--- src/rtl/mem_port.sv ---
// mem_port: single-request load/store port that maps a byte/half/word access onto one or two word beats.
// Define MEM_PORT_MISALIGNED_EN to accept unaligned accesses (word-crossing accesses use two beats).

module mem_port (
    input  logic        clk,
    input  logic        rst_n,
    input  logic        req,
    input  logic        we,
    input  logic [1:0]  size,
    input  logic [31:0] addr,
    input  logic [31:0] wdata,
    output logic        busy,
    output logic        done,
    output logic        err,
    output logic [31:0] rdata,
    output logic        bus_req,
    output logic        bus_we,
    output logic [31:0] bus_addr,
    output logic [3:0]  bus_wstrb,
    output logic [31:0] bus_wdata,
    input  logic [31:0] bus_rdata,
    input  logic        bus_ack
);

    typedef enum logic [1:0] {IDLE, BEAT0, BEAT1, FIN} state_t;

    state_t      state, state_nxt;
    logic        we_q;
    logic [1:0]  size_q;
    logic [31:0] addr_q;
    logic [31:0] wdata_q;
    logic [31:0] lo_q;
    logic [23:0] hi_q;
    logic        err_q;

    function automatic logic [3:0] size_mask(input logic [1:0] sz);
        case (sz)
            2'd1:    return 4'h1;
            2'd2:    return 4'h3;
            2'd3:    return 4'hF;
            default: return 4'h0;
        endcase
    endfunction

    // Request acceptance is decided from the live inputs in the cycle req is sampled.
    logic accept_ok;
    always_comb begin
        // NOTE: every always_comb output gets a default first so no path can infer a latch.
        accept_ok = (size != 2'd0);
`ifndef MEM_PORT_MISALIGNED_EN
        if (size == 2'd2 && addr[0])
            accept_ok = 1'b0;
        if (size == 2'd3 && addr[1:0] != 2'b00)
            accept_ok = 1'b0;
`endif
    end

    logic [1:0]  off;
    logic [3:0]  lane_mask;
    logic [7:0]  s64;
    logic [63:0] d64;
    logic [31:0] word_addr;
    logic [31:0] byte_mask;
    logic [31:0] lane_val;
    logic        need_beat1;

    assign off        = addr_q[1:0];
    assign lane_mask  = size_mask(size_q);
    assign s64        = {4'd0, lane_mask} << off;
    assign d64        = {32'd0, wdata_q} << {off, 3'b000};
    assign need_beat1 = |s64[7:4];
    assign word_addr  = {addr_q[31:2], 2'b00};
    assign byte_mask  = {{8{lane_mask[3]}}, {8{lane_mask[2]}}, {8{lane_mask[1]}}, {8{lane_mask[0]}}};

    // Right-align the loaded bytes out of the {hi, lo} pair; hi never contributes above byte 2.
    always_comb begin
        case (off)
            2'd0:    lane_val = lo_q;
            2'd1:    lane_val = {hi_q[7:0],  lo_q[31:8]};
            2'd2:    lane_val = {hi_q[15:0], lo_q[31:16]};
            default: lane_val = {hi_q[23:0], lo_q[31:24]};
        endcase
    end

    always_comb begin
        state_nxt = state;
        case (state)
            IDLE:  if (req)     state_nxt = accept_ok ? BEAT0 : FIN;
            BEAT0: if (bus_ack) state_nxt = need_beat1 ? BEAT1 : FIN;
            BEAT1: if (bus_ack) state_nxt = FIN;
            FIN:                state_nxt = IDLE;
            default:            state_nxt = IDLE;
        endcase
    end

    // Bus outputs decode straight from state so reset drops them without waiting for a clock.
    always_comb begin
        bus_req   = 1'b0;
        bus_we    = 1'b0;
        bus_addr  = 32'd0;
        bus_wstrb = 4'h0;
        bus_wdata = 32'd0;
        case (state)
            BEAT0: begin
                bus_req   = 1'b1;
                bus_we    = we_q;
                bus_addr  = word_addr;
                bus_wstrb = we_q ? s64[3:0] : 4'h0;
                bus_wdata = d64[31:0];
            end
            BEAT1: begin
                bus_req   = 1'b1;
                bus_we    = we_q;
                bus_addr  = word_addr + 32'd4;
                bus_wstrb = we_q ? s64[7:4] : 4'h0;
                bus_wdata = d64[63:32];
            end
            default: ;
        endcase
    end

    assign busy = (state != IDLE);

    always_ff @(posedge clk or negedge rst_n) begin
        if (!rst_n)
            state <= IDLE;
        else
            // NOTE: sequential state uses non-blocking assignment so every flop samples pre-edge values.
            state <= state_nxt;
    end

    always_ff @(posedge clk or negedge rst_n) begin
        if (!rst_n) begin
            // NOTE: request and capture registers are reset too, keeping outputs defined before the first access.
            we_q    <= 1'b0;
            size_q  <= 2'd0;
            addr_q  <= 32'd0;
            wdata_q <= 32'd0;
            lo_q    <= 32'd0;
            hi_q    <= 24'd0;
            err_q   <= 1'b0;
            done    <= 1'b0;
            err     <= 1'b0;
            rdata   <= 32'd0;
        end else begin
            done <= (state == FIN);
            case (state)
                IDLE: begin
                    if (req) begin
                        we_q    <= we;
                        size_q  <= size;
                        addr_q  <= addr;
                        wdata_q <= wdata;
                        lo_q    <= 32'd0;
                        hi_q    <= 24'd0;
                        err_q   <= !accept_ok;
                    end
                end
                BEAT0: if (bus_ack) lo_q <= bus_rdata;
                BEAT1: if (bus_ack) hi_q <= bus_rdata[23:0];
                FIN: begin
                    err   <= err_q;
                    rdata <= (err_q || we_q) ? 32'd0 : (lane_val & byte_mask);
                end
                default: ;
            endcase
        end
    end

endmodule

--- config.mk ---
export PLATFORM = sky130hd
export DESIGN_NAME = mem_port
export DESIGN_NICKNAME = d
export VERILOG_FILES = /design/src/rtl/mem_port.sv
export SDC_FILE = /design/constraint.sdc
export NUM_CORES = 1
export LEC_CHECK = 0
export ABC_AREA = 1
export CAP_MARGIN = 15
export CORE_UTILIZATION = 32
export DETAILED_ROUTE_END_ITERATION = 7
export GPL_TIMING_DRIVEN = 0
export PLACE_DENSITY = 0.56
export SLEW_MARGIN = 10
export SYNTH_ARGS = -nofsm -noshare
export SYNTH_HDL_FRONTEND = slang
export SYNTH_SLANG_ARGS = --single-unit
--- constraint.sdc ---
create_clock -name clk -period 2.6 [get_ports clk]
set_input_delay 0.52 -clock clk [delete_from_list [all_inputs] [get_ports clk]]
set_output_delay 0.52 -clock clk [all_outputs]
set_load 0.03 [all_outputs]
# After elaboration in Yosys (flattened, before gate mapping)

Index checks and enable logic that the tools add are counted.
W data, S select, Z words.

Add/sub/neg operators: 1
Equality and inequality tests: 13
Shifts and indexed selects: 2
Mux-type cells: 24
Bitwise logic cells: 1
Reductions and logical operators: 17

Operator list:

| operator                | number |
|---|---|
| $pmux W32 S2            | 3 |
| $mux W32                | 3 |
| $pmux W32 S3            | 1 |
| $shl A32 B5 Y64         | 1 |
| $mux W24                | 2 |
| $pmux W24 S2            | 1 |
| $add A32 B3 Y32 const B | 1 |
| $and A32 B32 Y32        | 1 |
| $eq A2 B2 Y1 const B    | 7 |
| $pmux W4 S3             | 1 |
| $reduce_bool A2 Y1      | 5 |
| $reduce_and A3 Y1       | 3 |
| $mux W2                 | 4 |
| $mux W4                 | 2 |
| $pmux W2 S4             | 1 |
| $pmux W4 S2             | 1 |
| $shl A4 B2 Y8           | 1 |
| $eq A2 B1 Y1 const B    | 3 |
| $ne A2 B2 Y1 const B    | 3 |
| $mux W1                 | 5 |
| $logic_not A2 Y1        | 2 |
| $reduce_or A4 Y1        | 1 |
| $logic_and A1 B1 Y1     | 2 |
| $reduce_and A2 Y1       | 1 |
| other kinds (3)         | 3 |

Flip-flop bits (word level): 160
Bits of input ports: 103
Output and inout bits: 105
Logic and storage cells: 69

# Longest topological paths before layout

Gate-level depths: netlist (run 1).

Depth after elaboration: 7
Mapped depth: 11
Gate-level depth less buffers: 9

# Worst setup path after synthesis (run 1)

Ideal clock, no wire load.

Path type: register -> output
From: register state[0]
To: output bus_wstrb[3]
Arrival time: 2.740 ns
Required time: 2.080 ns
Setup slack: -0.660 ns
Stages on the path, launching flop included: 5
Path buffers: 0
Cells stage by stage: dfrtp_1 inv_1 ha_1 nand2_1 a2111oi_0

Word-level cells in the longest chain between the ends: 2
Elaborated cells between the ends (all ways): 3
Classes of those cells: 2 x eq/ne; 1 x mux

Ends and longest elaborated chain:

| what                                         | RTL line | RTL |
|---|---|---|
| start, declared                              | 27       | `state_t state, state_nxt;` |
| start signal, assigned                       | 129      | `state <= state_nxt;` |
| $eq A2 B2 Y1 or $eq A2 B1 Y1 (tied branches) | 103      | `case (state)` |
| $pmux W4 S2 *                                | 103      |  |
| end, declared                                | 19       | `output logic [3:0] bus_wstrb,` |

Every way passes the cells marked *; elsewhere a longest branch is shown, timed or not.

# Worst setup path in the final report (run 1)

From: register state[0]
To: output bus_addr[15]

Word-level cells in the longest chain between the ends: 2
Elaborated cells between the ends (all ways): 3
Classes of those cells: 2 x eq/ne; 1 x mux

Ends and longest elaborated chain:

| what                                         | RTL line | RTL |
|---|---|---|
| $eq A2 B2 Y1 or $eq A2 B1 Y1 (tied branches) | 103      |  |
| $pmux W32 S2 *                               | 103      |  |
| end, declared                                | 18       | `output logic [31:0] bus_addr,` |

Marked as above.

==> metrics.yaml, run 1 <==
clock_tree:
  path_clk_slew_ns: 0.07
  htreeDepth: 4
  clk_path_buf_depth: 2
  cts-hold-fix-buffers: 0
  clk_latency_ns: 0.44
  cts_buffers: 17
  cts_tree: "built"
  cts.sink_count: 160
  clock-root-buffer: "clkbuf_16"
sta:
  setup_slack_ns: -0.0368
  max_slew_margin_pct: 39.0
  finalHoldViolations: 0
  worst_pin_slew_ns: 0.916
  rsz0062_at_grt: "true"
  finClkSkew_ns: 0.00997
  fmax_mhz: 379
  period_minus_slack_ns: 2.64
  finalSetupViolCount: 17
  drv_slew: 0
  post-route-period-util_pct: 101
logic_synthesis:
  seq_area_frac_synth_pct: 43.1
  ys_warn_count: 0
  synth.top_cell.area_share_pct: 43.1
  synth_seq_cells: 160
  syn_area_per_cell_um2: 7.55
  synth_edf_count: 0
  synth_area_leaders: "dfrtp_1 43%, nand2_1 11%, o21ai_0 7.0%"
  yosys.area.top_type: "dfrtp_1"
  netlist_area_um2: 9290
  ys.flop_type: "dfrtp_1"
  ys_types: 41
  async_flop_share_pct: 100
  syn-instance-count: 1231
power:
  combPwrFrac_pct: 62.9
  switching_share_pct: 50.6
  p_sw_uw: 9680
  peakVddDrop_mv: 0.647
  internal_power_uw: 9470
  clkPwrFrac_pct: 14.3
  power_leakage_uw: 0.00613
  power_per_cell_area_nw_per_um2: 1400
  pwr-share-seq_pct: 22.8
setup_path:
  reg2reg_from: "state[0]"
  rr_worst_depth: 6
  path_class: "register to output port"
  r2r_end: "rdata[6]"
  crit_start: "state[0]"
  regToRegSetupSlack_ns: 0.53
  start_kind: "register"
  cp-end-kind: "output port"
  critPathMaxFanout: 10
  arrival_ns: 2.12
  worst_ep_required_time_ns: 2.08
grt:
  grtUsageTotal_pct: 25.7
  grt_first_pass_wirelength_um: 56000
  antenna_found_initial: 4
  grt_max_degree: 88
  grt_pass1_vias: 9412
  grt_overflow_total: 0
final_layout:
  fin_nets: 1599
  seqCellArea_um2: 4020
  n_fill_cell: 2776
  fin_area_um2: 13700
  final_common_cell: "nand2_1"
  drive_gt1_share_pct: 25.4
  multi_input_area_um2: 5080
  area_growth_pct: 47.6
  layout_common_cells: "245 x nand2_1, 151 x dfrtp_1, 135 x clkdlybuf4s50_1, 123 x inv_1, 115 x o21ai_0"
  finalCoreUtilization_pct: 47.9
place:
  hpwl_um: 27700
  placed_area_um2: 11900
  io_buffers: 205
  gp_congestion: 0.938
outcome:
  status: "complete, but fails checks"
  violations: "setup timing"
detailed_routing:
  drc_errors: 0
  drtIter0Drc: 888
  drtAntennaViolNets: 0
  drt-total-wl_um: 38200
  routedWlPerCell_um: 20.2
  drtPass1Iterations: 5
  vias: 9872
  vias_per_cell: 5.22
die:
  start_util_pct: 32.5
  row_count: 62
  fp.coreArea_um2: 28600
  fp.dieH_um: 172
  die_area_um2: 29700
  fp.dieW_um: 172
  io_pins: 208
worst_hold_path:
  hp-class: "input pin to asynchronous set/reset pin"
run:
  max_cap_viol_count: 0
-- metal layers --
metal  share of wire (%)  vias to the layer above  track usage [%]
li1                    -                     4617                -
met1                  44                     4742             34.4
met2                  45                      443             40.0
met3                 8.1                       68             6.78
met4                 2.8                        2             8.27
met5               0.034                        -                0
-- synth_stat cells (5+ instances only) --
cell type and number:
nand2_1 284, dfrtp_1 160, inv_1 131, o21ai_0 130, nor2_1 110, a21oi_1 93, nand3_1 68, mux2_2 35
buf_2 33, o211ai_1 20, o221ai_1 20, clkbuf_1 17, o21ai_1 14, o22ai_1 14, nand4_1 11, a31oi_1 10
buf_4 9, a221oi_1 8, inv_2 7, nor2_4 7, ha_1 6, nand2_2 6, nor2_2 6, buf_1 5
-- cells by family after synthesis --
group / after synthesis / share of synthesized area (%)
and+or+nand+nor: 503 / 22.9
other: 1 / 0.0404
adders and majority gates: 6 / 0.808
xor gates and xnor gates: 1 / 0.0943
AOI/OAI and AO/OA: 317 / 19.4
buffers and inverters: 208 / 9.48
DFF: 160 / 43.1
muxes: 35 / 4.24
-- worst max path at each step --
stage                    end  slack, ns  cells after the start
6_report        bus_addr[15]      -0.04                      6
5_1_grt        bus_wdata[30]      -0.12                      8
4_1_cts         bus_wdata[5]      -0.11                      9
3_5_place_dp    bus_addr[17]      -1.13                      8
3_3_place_gp     wdata_q[22]      -6.04                      1
2_1_floorplan   bus_addr[17]      0.002                      7
-- critical path, stage by stage (launching register included) --
cell and delay [ns]:
dfrtp_1 0.41, inv_2 0.09, ha_4 0.40, buf_4 0.22, o21ai_0 0.10, a31oi_1 0.25
buf_4 0.22
-- timing repair --
action / in CTS / in global routing
buffers inserted: 9 / 19
pin swaps: 6 / 36
cloned: 2 / 3
setup endpoints to repair: 69 / 65
gates resized for setup: 471 / 252
-- sequential cells by signal, indices dropped and copies added (netlist names), 2 cells and up --
signal	flops
rdata	32
hi_q	24
addr_q	32
size_q	2
lo_q	32
state	2
wdata_q	32
-- power by group through the flow --
stage	registers [µW]	logic, µW	clock network [µW]
global route	4500	12800	2870
detailed placement	4310	9790	0
CTS	4280	10300	2780
finish	4370	12000	2740
floorplan	4300	5970	0
global placement	4300	9760	0
-- per-stage QoR --
step | hold WS [ns] | power [µW] | cells | setup WS [ns] | setup TNS (ns)
floorplan | 0.224 | 10300 | 1232 | 0.00173 | 0
global placement | 0.463 | 14100 | 1821 | -6.04 | -1007.40
detailed placement | 0.465 | 14100 | 1822 | -1.13 | -42.08
CTS | 0.0892 | 17300 | 1865 | -0.114 | -1.89
global route | 0.103 | 20200 | 1888 | -0.123 | -4.31
finish | 0.0598 | 19200 | 1890 | -0.0368 | -0.344
-- area by class of cell --
class                      count  share of cell area, %
multi-input combinational    865                   37.1
sequential                   160                   29.3
timing repair buffer         237                   17.5
inverter                     139                   4.22
buffer                        69                   3.70
tap                          384                   3.50
clock buffer                  17                   3.10
clock inverter                15                   1.46
timing repair inverter         1                  0.119
antenna                        3                 0.0548
No activity file was read; power rests on OpenSTA's default activity.
==> run 2: changes to the inputs <==
--- a/config.mk
+++ b/config.mk
@@ -9,7 +9,6 @@
 export CAP_MARGIN = 15
 export CORE_UTILIZATION = 32
 export DETAILED_ROUTE_END_ITERATION = 7
-export GPL_TIMING_DRIVEN = 0
 export PLACE_DENSITY = 0.56
 export SLEW_MARGIN = 10
 export SYNTH_ARGS = -nofsm -noshare
==> metrics.yaml, run 2 (synthesis results as in run 1) <==
outcome:
  status: "complete, no violations"
clock_tree:
  path_clk_slew_ns: 0.07  # about the same
  htreeDepth: 4  # unchanged
  clk_path_buf_depth: 2  # unchanged
  cts_buffers: 17  # unchanged
  clk_latency_ns: 0.44  # about the same
  cts-hold-fix-buffers: 0  # unchanged
  clock-root-buffer: "clkbuf_16"
  cts_tree: "built"
  cts.sink_count: 160  # unchanged
setup_path:
  critPathMaxFanout: 11  # +1
  crit_chain: "inv_2 -> ha_4 -> buf_4 -> o21ai_0 -> a31oi_1 -> buf_4"
  crit_buf_inv: 3  # unchanged
  start_kind: "register"
  cp_common_cell: "buf_4"
  path_class: "register to output port"
  worst_ep_required_time_ns: 2.08  # about the same
  cp-end-kind: "output port"
  cpMaxStageDelayCell: "dfrtp_1"
  arrival_ns: 2.03  # -0.09 ns
  cpLargestDelayFamily: "buffers and inverters"
  crit_path_max_incr_delay_ns: 0.42  # about the same
final_layout:
  finalCoreUtilization_pct: 44.9  # -3.0 points
  fin_area_um2: 12800  # -6.3%
  drive_gt1_share_pct: 19.3  # -6.1 points
  fin_nets: 1548  # -3.2%
  area_growth_pct: 38.3
  final_common_cell: "nand2_1"
  layout_common_cells: "272 x nand2_1, 149 x dfrtp_1, 135 x clkdlybuf4s50_1, 125 x inv_1, 122 x o21ai_0"
power:
  internal_power_uw: 8540  # -9.8%
  power_per_cell_area_nw_per_um2: 1330  # -4.7%
  finalPower_uw: 17100  # -11%
  combPwrFrac_pct: 60.5  # -2.4 points
  pwr-share-seq_pct: 25.3  # +2.5 points
  peakVddDrop_mv: 0.608  # -6.1%
  switching_share_pct: 50.1  # -0.47 points
  clkPwrFrac_pct: 14.2  # about the same
  power_leakage_uw: 0.00580  # -5.3%
  p_sw_uw: 8570  # -12%
die:
  fp.dieH_um: 172  # unchanged
  io_pins: 208  # unchanged
  fp.dieW_um: 172  # unchanged
  fp.coreArea_um2: 28600  # unchanged
  row_count: 62  # unchanged
  start_util_pct: 32.5  # unchanged
  die_area_um2: 29700  # unchanged
detailed_routing:
  vias_per_cell: 5.18  # -0.73%
  drtAntennaViolNets: 0  # unchanged
  drt-total-wl_um: 33600  # -12%
  routedWlPerCell_um: 18.3  # -9.8%
  drtPass1Iterations: 6  # +1
  drtIter0Drc: 794  # -11%
  drc_errors: 0  # unchanged
  vias: 9530  # -3.5%
grt:
  grt_overflow_total: 0  # unchanged
  grt_pass1_vias: 9331  # -0.86%
  antenna_found_initial: 4  # unchanged
  grt_max_degree: 50  # -43%
  grt_first_pass_wirelength_um: 51300  # -8.5%
  grtUsageTotal_pct: 22.6  # -3.0 points
place:
  hpwl_um: 23600  # -15%
  gp_congestion: 0.931  # -0.76%
  io_buffers: 205  # unchanged
  pre_cts_ws_ns: 0.202  # +1.34 ns
  placed_area_um2: 11700  # -1.3%
sta:
  period_minus_slack_ns: 2.55  # -0.0854 ns
  finalHoldViolations: 0  # unchanged
  setup_slack_ns: 0.0486  # +0.0854 ns
  max_slew_margin_pct: 58.0  # +19 points
  worst_pin_slew_ns: 0.629  # -0.287 ns
  fmax_mhz: 392  # +3.3%
  finalSetupViolCount: 0  # -17
  rsz0062_at_grt: "true"
  finClkSkew_ns: 0.0127  # +0.00275 ns
  drv_slew: 0  # unchanged
  post-route-period-util_pct: 98.1  # -3.3 points
run:
  max_cap_viol_count: 0  # unchanged
worst_hold_path:
  hp-class: "input pin to asynchronous set/reset pin"
-- run 2: path summary, 6_finish.rpt --
| check | from | slack (ns) | depth (start not counted) | endpoint |
|---|---|---|---|---|
| max | state[1] | 0.05 | 6 | bus_addr[15] |
| min | rst_n | 0.04 | 1 | rdata[3] |
| max reg2reg | addr_q[1] | 0.38 | 6 | rdata[22] |
| min reg2reg | rdata[3] | 0.48 | 2 | rdata[3] |
| max in group asynchronous | rst_n | 1.86 | 2 | rdata[14] |
| min in group clk | rdata[3] | 0.48 | 2 | rdata[3] |
-- run 2: power groups by stage --
stage	Sequential, µW	Clock (µW)	Combinational [µW]
3_5_place_dp	4310	0	9360
2_1_floorplan	4300	0	5970
6_report	4330	2430	10300
3_3_place_gp	4290	0	9290
5_1_grt	4460	2600	11200
4_1_cts	4290	2500	9760
-- run 2: per-stage QoR --
step | std cells | TNS (ns) | hold slack, ns
5_1_grt | 1837 | -0.290 | 0.0595
3_3_place_gp | 1789 | 0 | 0.462
4_1_cts | 1824 | -0.0501 | 0.0440
3_5_place_dp | 1789 | 0 | 0.466
2_1_floorplan | 1232 | 0 | 0.224
6_report | 1838 | 0 | 0.0379
-- run 2: area by class of cell --
type | count | area (µm²)
fillers | 2831 | 15800
multi-input cells | 864 | 4680
flip-flops and latches | 160 | 4020
repair buffers | 257 | 2570
inverters | 139 | 534
well taps | 384 | 480
clock buffers | 20 | 457
clock inverters | 12 | 98.8
diodes | 2 | 5.00
-- run 2: repair_timing --
action	in CTS	in global routing
cloned	1	2
gates resized for setup	43	75
buffers inserted	2	11
pin swaps	4	17
setup endpoints to repair	63	62
-- run 2: metal layers --
layer  wire length [µm]  GRT usage [%]  vias to the layer above
li1                   -              -                     4513
met5                 13              0                        -
met1              14400           29.2                     4584
met3               2810           6.91                       52
met4                692           6.31                        2
met2              15700           36.3                      379
==> run 3: changes to the inputs <==
--- a/config.mk
+++ b/config.mk
@@ -7,9 +7,12 @@
 export LEC_CHECK = 0
 export ABC_AREA = 1
 export CAP_MARGIN = 15
+export CORE_MARGIN = 2
 export CORE_UTILIZATION = 32
+export CTS_CLUSTER_SIZE = 10
 export DETAILED_ROUTE_END_ITERATION = 7
-export PLACE_DENSITY = 0.56
+export DONT_BUFFER_PORTS = 1
+export PLACE_DENSITY = 0.47
 export SLEW_MARGIN = 10
 export SYNTH_ARGS = -nofsm -noshare
 export SYNTH_HDL_FRONTEND = slang
==> metrics.yaml, run 3 (synthesis results as in run 1) <==
outcome:
  status: "complete, but fails checks"
  violations: "hold timing"
grt:
  grt_max_degree: 161  # +220%
  antenna_found_initial: 2  # -2
  grt_overflow_total: 0  # unchanged
  grtUsageTotal_pct: 21.7  # -0.95 points
  grt_first_pass_wirelength_um: 51100  # -0.26%
  grt_pass1_vias: 8982  # -3.7%
die:
  fp.dieH_um: 174  # +1.2%
  start_util_pct: 32.5  # unchanged
  row_count: 62  # unchanged
  fp.dieW_um: 174  # +1.2%
  die_area_um2: 30400  # +2.3%
  io_pins: 208  # unchanged
  fp.coreArea_um2: 28600  # unchanged
clock_tree:
  path_clk_slew_ns: 0.07  # about the same
  clk_path_buf_depth: 2  # unchanged
  cts_buffers: 17  # unchanged
  cts.sink_count: 160  # unchanged
  clock-root-buffer: "clkbuf_16"
  clk_latency_ns: 0.44  # about the same
  htreeDepth: 4  # unchanged
  cts_tree: "built"
worst_hold_path:
  hp-class: "input pin to asynchronous set/reset pin"
detailed_routing:
  routedWlPerCell_um: 19.6  # +7.5%
  vias_per_cell: 5.27  # +1.7%
  drtIter0Drc: 665  # -16%
  drc_errors: 0  # unchanged
  vias: 8918  # -6.4%
  wl_met2_um: 16000  # +2.0%
  dr_wl_met3_um: 2720  # -3.1%
  top_layer: "met4"
  wl_met1_um: 13700  # -4.3%
  drtAntennaViolNets: 0  # unchanged
  drtPass1Iterations: 5  # -1
  drt-total-wl_um: 33200  # -1.0%
setup_path:
  crit_chain: "inv_2 -> ha_4 -> nand2_4 -> inv_8 -> buf_12 -> o21ai_1 -> a31oi_1 -> buf_4"
  path_depth: 8  # +2
  regToRegSetupSlack_ns: 0.32  # -0.06 ns
  worst_ep_required_time_ns: 2.08  # about the same
  cpLargestDelayFamily: "buffers and inverters"
  crit_path_max_incr_delay_ns: 0.42  # about the same
  arrival_ns: 2.05  # +0.02 ns
  cpMaxStageDelayCell: "dfrtp_1"
  critPathMaxFanout: 6  # -5
  cp-end-kind: "output port"
  rr_worst_depth: 8  # +2
  reg2reg_from: "state[0]"
  crit_start: "state[1]"
  start_kind: "register"
  crit_buf_inv: 4  # +1
  path_class: "register to output port"
  r2r_end: "hi_q[4]"
place:
  hpwl_um: 22700  # -3.6%
  gp_congestion: 0.891  # -4.3%
  io_buffers: 0  # -100%
  placed_area_um2: 10200  # -13%
  pre_cts_ws_ns: 0.0679  # -0.134 ns
  numPlacedInstances: 1636  # -8.6%
sta:
  finalHoldViolations: 160  # +160
  worst_pin_slew_ns: 1.10  # +0.475 ns
  post-route-period-util_pct: 98.9  # +0.74 points
  period_minus_slack_ns: 2.57  # +0.0193 ns
  drv_slew: 0  # unchanged
  finClkSkew_ns: 0.0127  # +0.0000299 ns
  whs_ns: -0.214  # -0.252 ns
  rsz0062_at_grt: "true"
  setup_slack_ns: 0.0293  # -0.0193 ns
  fmax_mhz: 389  # -0.75%
  finalSetupViolCount: 0  # unchanged
  max_slew_margin_pct: 26.5  # -31 points
power:
  power_leakage_uw: 0.00525  # -9.4%
  power_per_cell_area_nw_per_um2: 1470  # +11%
  peakVddDrop_mv: 0.820  # +35%
final_layout:
  drive_gt1_share_pct: 23.0  # +3.7 points
  fin_area_um2: 11600  # -9.4%
  finalNonFillerCells: 1692  # -7.9%
  area_growth_pct: 25.3
  fin_nets: 1402  # -9.4%
  final_common_cell: "nand2_1"
  layout_common_cells: "265 x nand2_1, 153 x dfrtp_1, 124 x inv_1, 115 x o21ai_0, 99 x nor2_1"
run:
  max_cap_viol_count: 0  # unchanged
run 3: cell count changes in the layout (fill, tap and decap cells not counted), moves of 7 or more:
cell and delta:
a21oi_2 +7, nand2_1 -7, a21oi_1 -13, buf_4 -25, buf_6 +13, o21ai_2 +7
nor2_2 +7, clkdlybuf4s50_1 -135, o21ai_0 -7
run 3: worst max path at each step:
stage                          to
finish              bus_wdata[31]
global route         bus_wstrb[3]
CTS                 bus_wdata[16]
detailed placement   bus_wdata[3]
global placement     bus_wdata[3]
floorplan            bus_addr[17]
run 3: layout make-up:
type / count / area [µm²]
repair buffers: 109 / 1190
fillers: 2980 / 17000
repair inverters: 2 / 15.0
multi-input cells: 864 / 4810
flip-flops and latches: 160 / 4010
well taps: 384 / 480
clock buffers: 17 / 425
clock inverters: 15 / 150
diodes: 2 / 5.00
inverters: 139 / 546
run 3: report_power, final:
part | internal (µW) | switching [µW] | leakage, µW | total, µW
Combinational | 3560 | 6460 | 0.00301 | 10000
Clock | 1350 | 1200 | 0.000267 | 2540
Sequential | 3500 | 1080 | 0.00198 | 4580
run 3: per-layer routing:
metal | vias to the layer above | track usage [%]
met2 | 296 | 35.6
met3 | 39 | 6.82
met5 | - | 0
met4 | 0 | 6.93
li1 | 4228 | -
met1 | 4355 | 27.1
run 3: through the flow:
step / total power, µW / TNS [ns] / util (%)
after floorplan: 10300 / 0 / -
after global placement: 13000 / 0 / 35.8
after detailed placement: 13100 / 0 / 35.8
after CTS: 16200 / -0.000148 / 38.6
after global routing: 18300 / -1.17 / 40.6
final: 17100 / 0 / 40.7
run 3: what timing repair did:
| item | in CTS | in global routing |
|---|---|---|
| resized for setup | 30 | 141 |
| buffers inserted | 12 | 5 |
| endpoints found under the setup margin | 63 | 60 |
| hold endpoints to repair | 160 | 160 |
| cloned | 2 | 3 |
| pin swaps | 5 | 23 |
run 3: worst register-to-register path: stages, from the launching register on:
cell and delay, ns:
dfrtp_1 0.38, inv_2 0.09, ha_4 0.21, inv_2 0.09, buf_4 0.16, or2_1 0.12
nand2_2 0.08, a21oi_2 0.80, o21ai_0 0.21
